**src/rtl/gpi_edge.sv**
```systemverilog
// General-purpose input slot core: synchronizes W pins, exposes their live value,
// and latches enabled rising/falling edges into sticky W1C capture bits with a masked irq.
module gpi_edge #(
    parameter int W = 8
) (
    input  logic         clk,
    input  logic         reset,
    input  logic         cs,
    input  logic         read,
    input  logic         write,
    input  logic [4:0]   addr,
    input  logic [31:0]  wr_data,
    output logic [31:0]  rd_data,
    input  logic [W-1:0] data_in,
    output logic         irq
);

    localparam logic [4:0] REG_DATA    = 5'd0;
    localparam logic [4:0] REG_CAPTURE = 5'd1;
    localparam logic [4:0] REG_RISE_EN = 5'd2;
    localparam logic [4:0] REG_FALL_EN = 5'd3;
    localparam logic [4:0] REG_IRQ_EN  = 5'd4;

    logic [W-1:0] s1_q, s1_d;
    logic [W-1:0] s2_q, s2_d;
    logic [W-1:0] s3_q, s3_d;
    logic [W-1:0] capture_q, capture_d;
    logic [W-1:0] rise_en_q, rise_en_d;
    logic [W-1:0] fall_en_q, fall_en_d;
    logic [W-1:0] irq_en_q, irq_en_d;
    logic [1:0]   warm_q, warm_d;
    logic         irq_q, irq_d;

    logic [W-1:0] edge_set;
    logic         wr_en;

    // NOTE: every signal gets a default at the top of the block, so no path leaves it unassigned and no latch is inferred.
    always_comb begin
        s1_d      = data_in;
        s2_d      = s1_q;
        s3_d      = s2_q;
        warm_d    = (warm_q == 2'd3) ? warm_q : warm_q + 2'd1;
        capture_d = capture_q;
        rise_en_d = rise_en_q;
        fall_en_d = fall_en_q;
        irq_en_d  = irq_en_q;
        edge_set  = '0;
        wr_en     = cs & write;

        // Until s3 holds a genuinely sampled pin value, s2/s3 differences are reset artefacts.
        if (warm_q == 2'd3) begin
            edge_set = (s2_q & ~s3_q & rise_en_q) | (~s2_q & s3_q & fall_en_q);
        end

        if (wr_en) begin
            case (addr)
                REG_CAPTURE: capture_d = capture_q & ~wr_data[W-1:0];
                REG_RISE_EN: rise_en_d = wr_data[W-1:0];
                REG_FALL_EN: fall_en_d = wr_data[W-1:0];
                REG_IRQ_EN:  irq_en_d  = wr_data[W-1:0];
                default: ;
            endcase
        end

        // A new detection in the same cycle as its W1C keeps the bit set.
        capture_d = capture_d | edge_set;
        irq_d     = |(capture_q & irq_en_q);
    end

    // NOTE: state registers use non-blocking assignments so every flop samples pre-edge values.
    always_ff @(posedge clk or posedge reset) begin
        if (reset) begin
            s1_q      <= '0;
            s2_q      <= '0;
            s3_q      <= '0;
            capture_q <= '0;
            rise_en_q <= '0;
            fall_en_q <= '0;
            irq_en_q  <= '0;
            warm_q    <= '0;
            irq_q     <= 1'b0;
        end else begin
            s1_q      <= s1_d;
            s2_q      <= s2_d;
            s3_q      <= s3_d;
            capture_q <= capture_d;
            rise_en_q <= rise_en_d;
            fall_en_q <= fall_en_d;
            irq_en_q  <= irq_en_d;
            warm_q    <= warm_d;
            irq_q     <= irq_d;
        end
    end

    always_comb begin
        rd_data = '0;
        if (cs && read) begin
            case (addr)
                REG_DATA:    rd_data[W-1:0] = s2_q;
                REG_CAPTURE: rd_data[W-1:0] = capture_q;
                REG_RISE_EN: rd_data[W-1:0] = rise_en_q;
                REG_FALL_EN: rd_data[W-1:0] = fall_en_q;
                REG_IRQ_EN:  rd_data[W-1:0] = irq_en_q;
                default: ;
            endcase
        end
    end

    assign irq = irq_q;

    if (W < 32) begin : g_wr_hi
        logic unused_wr_hi;
        assign unused_wr_hi = ^wr_data[31:W];
    end

endmodule

```
**config.mk**
```make
export PLATFORM = sky130hd
export DESIGN_NAME = gpi_edge
export DESIGN_NICKNAME = d
export VERILOG_FILES = /design/src/rtl/gpi_edge.sv
export SDC_FILE = /design/constraint.sdc
export NUM_CORES = 1
export LEC_CHECK = 0
export ABC_AREA = 1
export CAP_MARGIN = 20
export CORE_MARGIN = 2
export CORE_UTILIZATION = 51
export DETAILED_ROUTE_END_ITERATION = 7
export PLACE_DENSITY = 0.86
export SYNTH_ARGS = -nofsm -noshare
export SYNTH_HDL_FRONTEND = slang
export SYNTH_SLANG_ARGS = --single-unit
export TNS_END_PERCENT = 1
```
**constraint.sdc**
```tcl
create_clock -name clk -period 4 [get_ports clk]
set_input_delay 0.8 -clock clk [delete_from_list [all_inputs] [get_ports clk]]
set_output_delay 0.8 -clock clk [all_outputs]
set_load 0.02 [all_outputs]
```
### Word-level counts from Yosys, hierarchy flattened

Index checks and enable logic that the tools add are counted.

* mux-type cells: 5
* bitwise operators: 12
* eq/ne operators: 5
* add/sub/neg operators: 1
* reduce and logical (&&, ||, !) cells: 6

Operators with widths (count)
* AND 8 bit: 6
* one-hot mux 8 bit (5 select lines): 1
* two-way mux 8 bit: 4
* NOT 8 bit: 3
* bitwise OR 8 bit: 2
* equality test 5 x 2 -> 1 bit, second input constant: 2
* OR reduction 8 bit: 1
* AND reduction 2 bit: 3
* equality test 5 x 1 -> 1 bit, second input constant: 1
* equality test 5 x 3 -> 1 bit, second input constant: 1
* logical NOT 5 bit: 1
* adder 2 x 1 -> 2 bit, second input constant: 1
* equality test 2 bit, second input constant: 1
* AND 1 bit: 1
* logical AND 1 bit: 1

* input bits: 50
* bits in registers: 59
* output and inout port bits: 33

### Longest topological paths before layout

* depth in word-level cells: 6
* gate-level depth with buffers: 8
* depth with buffers taken out: 7

### Worst setup path before layout

OpenSTA, ideal clock, no wires.

* path type: input to output
* from: input port addr[1]
* to: output port rd_data[3]
* cell stages on the path: 7
* required time: 3200 ps
* path buffers: 2
* arrival: 1843 ps
* setup slack: 1357 ps
* cell sequence: buf_2 inv_2 buf_1 nand4_1 nand3_1 nor2_1 nor2_1

* cells in the longest elaborated chain, start to end: 3
* elaborated cells on any way between the ends: 7

Ends and longest elaborated chain
* start: declaration: RTL line 11 `input logic [4:0] addr,`
* equality test 5 x 3 -> 1 bit (tied with other cells): RTL line 98 `case (addr)`
* one-hot mux 8 bit (5 select lines) (*): RTL line 98
* two-way mux 8 bit (*): RTL line 97 `if (cs && read) begin`
* end: declaration: RTL line 13 `output logic [31:0] rd_data,`

Mark *: on every way between the ends. The rest lies on a longest branch, timed or not.

### Final worst setup path

* from: input port addr[3]
* to: output port rd_data[4]

Same word-level chain as after synthesis.

==> run_results.csv <==
group,metric,value,unit
status,run_status,"finished clean",
placement,gp_congestion,0.891,
critical_path,cp_cell_sequence,"clkdlybuf4s50_1, nor2_2, nand3_1, o21ai_0, nor2_1, nor2_1, clkdlybuf4s50_1",
clock_network,cts.hold.buffers_added,0,
floorplanning,placement_rows,27,
critical_path,start_kind,"input port",
timing,tightest_slew,0.713,ns
clock_network,post-cts-setup-buffers,0,
routing,drt-wirelength-per-cell,14.9,µm
placement,setup_ws_pre_cts,0.324,ns
flow_run,cap_violations,0,
layout,fin_nets,414,
pwr,sequential_share_of_power,0.528,
global_route,grtUsageTotal,0.238,
timing,clock.fmax,0.268,GHz
floorplanning,die_height,78.9,µm
routing,first_iter_violations,339,
clock_network,number_of_cells_upsized_or_downsized_after_cts,0,
synth,synth.yosys.seq_area_share,0.516,
critical_path,worst-setup-path-type,"input port to output port",
global_route,grt_overflow,0,
clock_network,ctsHtreeMaxLevel,3,
timing,final.hold.worst_slack,0.341,ns
placement,io_buffer_count,34,
timing,rsz0062_at_grt,"false",
clock_network,tritoncts_clock_tree,"yes",
synth,ys.flop_type,"sky130_fd_sc_hd__dfrtp_1",
timing,timing.final.max_slew_violations,0,
timing,skew,0.00859,ns
timing,fin_setup_tns,0,ns
pwr,p_per_area,385,mW/mm²
critical_path,max_stage_delay,0.62,ns
synth,ff_latch_count_synth,59,
synth,syn_avg_cell_area,9.01,µm²
timing,timing.final.crit_period,3.74,ns
pwr,p_leak,1.55,nW
pwr,post-layout-total-power,1.30,mW
timing,setup_viol,0,
routing,ant_nets,0,
min_path,hp-start,"s1_q[0]$_DFF_PP0_",
synth,mappedNetlistArea,0.00286,mm²
critical_path,critical_path.endpoint_type,"output port",
timing,hold_violations,0,
pwr,p_clk_frac,0.319,
pwr,comb_power_share,0.153,
pwr,internal-power,0.938,mW
synth,synth_cells,318,
global_route,antenna_found_initial,0,
clock_network,cts.sink_count,59,
floorplanning,die_ar,0.00623,mm²
placement,hpwlAfterDp,4600,µm
layout,final_layout_size_suffix_gt1_frac,0.124,
timing,timing.final.ws_setup,0.265,ns
synth,synth_async_sr_flop_share,1.00,
global_route,grt_pass1_vias,2409,
placement,post-place-cells,424,
layout,final_core_utilization,0.615,
clock_network,tritoncts.num_buffers,9,
critical_path,cp-startpoint,"addr[3]",
floorplanning,pin_count,83,
synth,ys.warnings.count,0,
layout,area.growth.synth_to_final,17.6,%
critical_path,critical-path-slowest-cell,"sky130_fd_sc_hd__clkdlybuf4s50_1",
routing,detail_route.wirelength,6480,µm
routing,routed-via-count,2414,
synth,yosys.cell_types.count,28,
routing,first_pass_iters,5,
floorplanning,core_area,0.00547,mm²
critical_path,critPathArrivalTime,2.94,ns
critical_path,timing.critical_path.required,3.20,ns
layout,diodes,0,
pwr,power_switching_share,0.276,
min_path,type_of_the_most_critical_hold_path,"register to register",
routing,drc,0,
clock_network,clock_slew_at_reported_path_ffs,0.06,ns
pwr,vdd_ir_drop_max,0.247,mV
critical_path,crit-reg2reg-launch,"warm_q[0]$_DFFE_PP0N_",
global_route,grt_max_degree,44,
routing,per_cell_via_count_in_the_routed_design,5.54,
pwr,power_switching,0.358,mW
floorplanning,starting_density,0.523,
floorplanning,die_width,78.9,µm
clock_network,clock_path_buffers,2,
timing,slew_headroom,0.525,
layout,post_layout_nonfiller_instances,436,
clock_network,cts_root_buf,"sky130_fd_sc_hd__clkbuf_8",
global_route,first_pass_grt_wire_length,11200,µm
placement,post_dp_cell_area,0.00323,mm²
synth,synth-edff-count,0,
layout,stdcell_area,0.00337,mm²
critical_path,worst-path-max-fanout,8,
timing,period_share,0.934,
clock_network,worstSkewPairLatency,0.34,ns
cell families after synthesis:
group	count (synthesis)	share of synthesized area
simple gates	122	0.219
buf+inv	73	0.137
compound gates	60	0.116
flops	59	0.516
fa+ha+maj	1	0.00437
other cells	1	0.00131
xor+xnor	1	0.00306
mux	1	0.00393
power by group through the flow:
stage,combinational (mW),sequential (mW),clock [mW]
5_1_grt,0.223,0.692,0.452
2_1_floorplan,0.139,0.689,0
3_3_place_gp,0.190,0.691,0
6_report,0.198,0.685,0.414
3_5_place_dp,0.196,0.695,0
4_1_cts,0.197,0.684,0.424
metal layers:
| metal | global-route usage | vias up | wire, µm |
|---|---|---|---|
| li1 | - | 1109 | - |
| met1 | 0.306 | 1129 | 2700 |
| met2 | 0.375 | 154 | 2980 |
| met3 | 0.0466 | 22 | 550 |
| met4 | 0.140 | 0 | 243 |
| met5 | 0 | - | 0 |
critical path, delay by kind of cell:
kind                   cells  cell delay [ns]
buffers and inverters      2             1.10
and+or+nand+nor            4             0.83
AOI/OAI and AO/OA          1             0.20
registers in the layout, indices dropped and copies added, names as in the netlist:
signal / flops
s3_q: 8
fall_en_q: 8
s1_q: 8
irq: 1
irq_en_q: 8
s2_q: 8
rise_en_q: 8
warm_q: 2
capture_q: 8
final cells by class:
cell class / count / area, µm²
clock buffer: 11 / 131
clock inverter: 1 / 5.00
fill: 458 / 2100
inverter: 35 / 131
multi-input combinational: 209 / 1080
sequential: 59 / 1480
tap: 72 / 90.1
timing repair buffer: 49 / 453
cell usage in the layout, fill, tap and decap left out:
cell type / Yosys / final
sky130_fd_sc_hd__clkdlybuf4s50_1: 0 / 34
sky130_fd_sc_hd__nand3_1: 15 / 15
sky130_fd_sc_hd__nand4_1: 27 / 27
sky130_fd_sc_hd__buf_4: 26 / 15
sky130_fd_sc_hd__ha_1: 1 / 1
sky130_fd_sc_hd__xnor2_1: 1 / 1
sky130_fd_sc_hd__clkbuf_8: 0 / 9
sky130_fd_sc_hd__o21ai_0: 30 / 30
sky130_fd_sc_hd__conb_1: 1 / 24
sky130_fd_sc_hd__o21ai_1: 12 / 12
sky130_fd_sc_hd__nand3_2: 2 / 2
sky130_fd_sc_hd__mux2_2: 1 / 1
sky130_fd_sc_hd__inv_1: 34 / 33
sky130_fd_sc_hd__nor3_1: 8 / 8
sky130_fd_sc_hd__nor2_2: 3 / 3
sky130_fd_sc_hd__nor2_4: 2 / 2
sky130_fd_sc_hd__inv_2: 1 / 2
sky130_fd_sc_hd__or2_1: 1 / 1
sky130_fd_sc_hd__dfrtp_1: 59 / 59
sky130_fd_sc_hd__o22ai_1: 1 / 1
sky130_fd_sc_hd__nand2_2: 2 / 2
sky130_fd_sc_hd__a21oi_1: 9 / 9
sky130_fd_sc_hd__clkbuf_1: 4 / 2
sky130_fd_sc_hd__nand2_1: 35 / 35
sky130_fd_sc_hd__clkinv_2: 0 / 1
sky130_fd_sc_hd__nand3b_1: 8 / 8
sky130_fd_sc_hd__o21ai_2: 8 / 8
sky130_fd_sc_hd__nor2_1: 19 / 19
final timing paths:
path / to / slack (ns) / cells past startpoint
min in group asynchronous: s1_q[3]$_DFF_PP0_ / 0.74 / 2
hold reg to reg: s2_q[0]$_DFF_PP0_ / 0.34 / 0
setup / recovery: rd_data[4] / 0.26 / 7
max in group asynchronous: s2_q[1]$_DFF_PP0_ / 2.42 / 3
hold / removal: s2_q[0]$_DFF_PP0_ / 0.34 / 0
setup reg to reg: warm_q[1]$_DFFE_PP0N_ / 2.62 / 2
cell usage after synthesis, types with 5 or more instances:
cell | number | area, µm²
sky130_fd_sc_hd__o21ai_1 | 12 | 60.1
sky130_fd_sc_hd__nand2_1 | 35 | 131
sky130_fd_sc_hd__nor3_1 | 8 | 40.0
sky130_fd_sc_hd__nand3b_1 | 8 | 60.1
sky130_fd_sc_hd__o21ai_0 | 30 | 150
sky130_fd_sc_hd__dfrtp_1 | 59 | 1480
sky130_fd_sc_hd__buf_4 | 26 | 195
sky130_fd_sc_hd__nand4_1 | 27 | 169
sky130_fd_sc_hd__nor2_1 | 19 | 71.3
sky130_fd_sc_hd__inv_1 | 34 | 128
sky130_fd_sc_hd__buf_2 | 5 | 25.0
sky130_fd_sc_hd__a21oi_1 | 9 | 45.0
sky130_fd_sc_hd__o21ai_2 | 8 | 70.1
sky130_fd_sc_hd__nand3_1 | 15 | 75.1
Power figures use the tool's default switching activity.
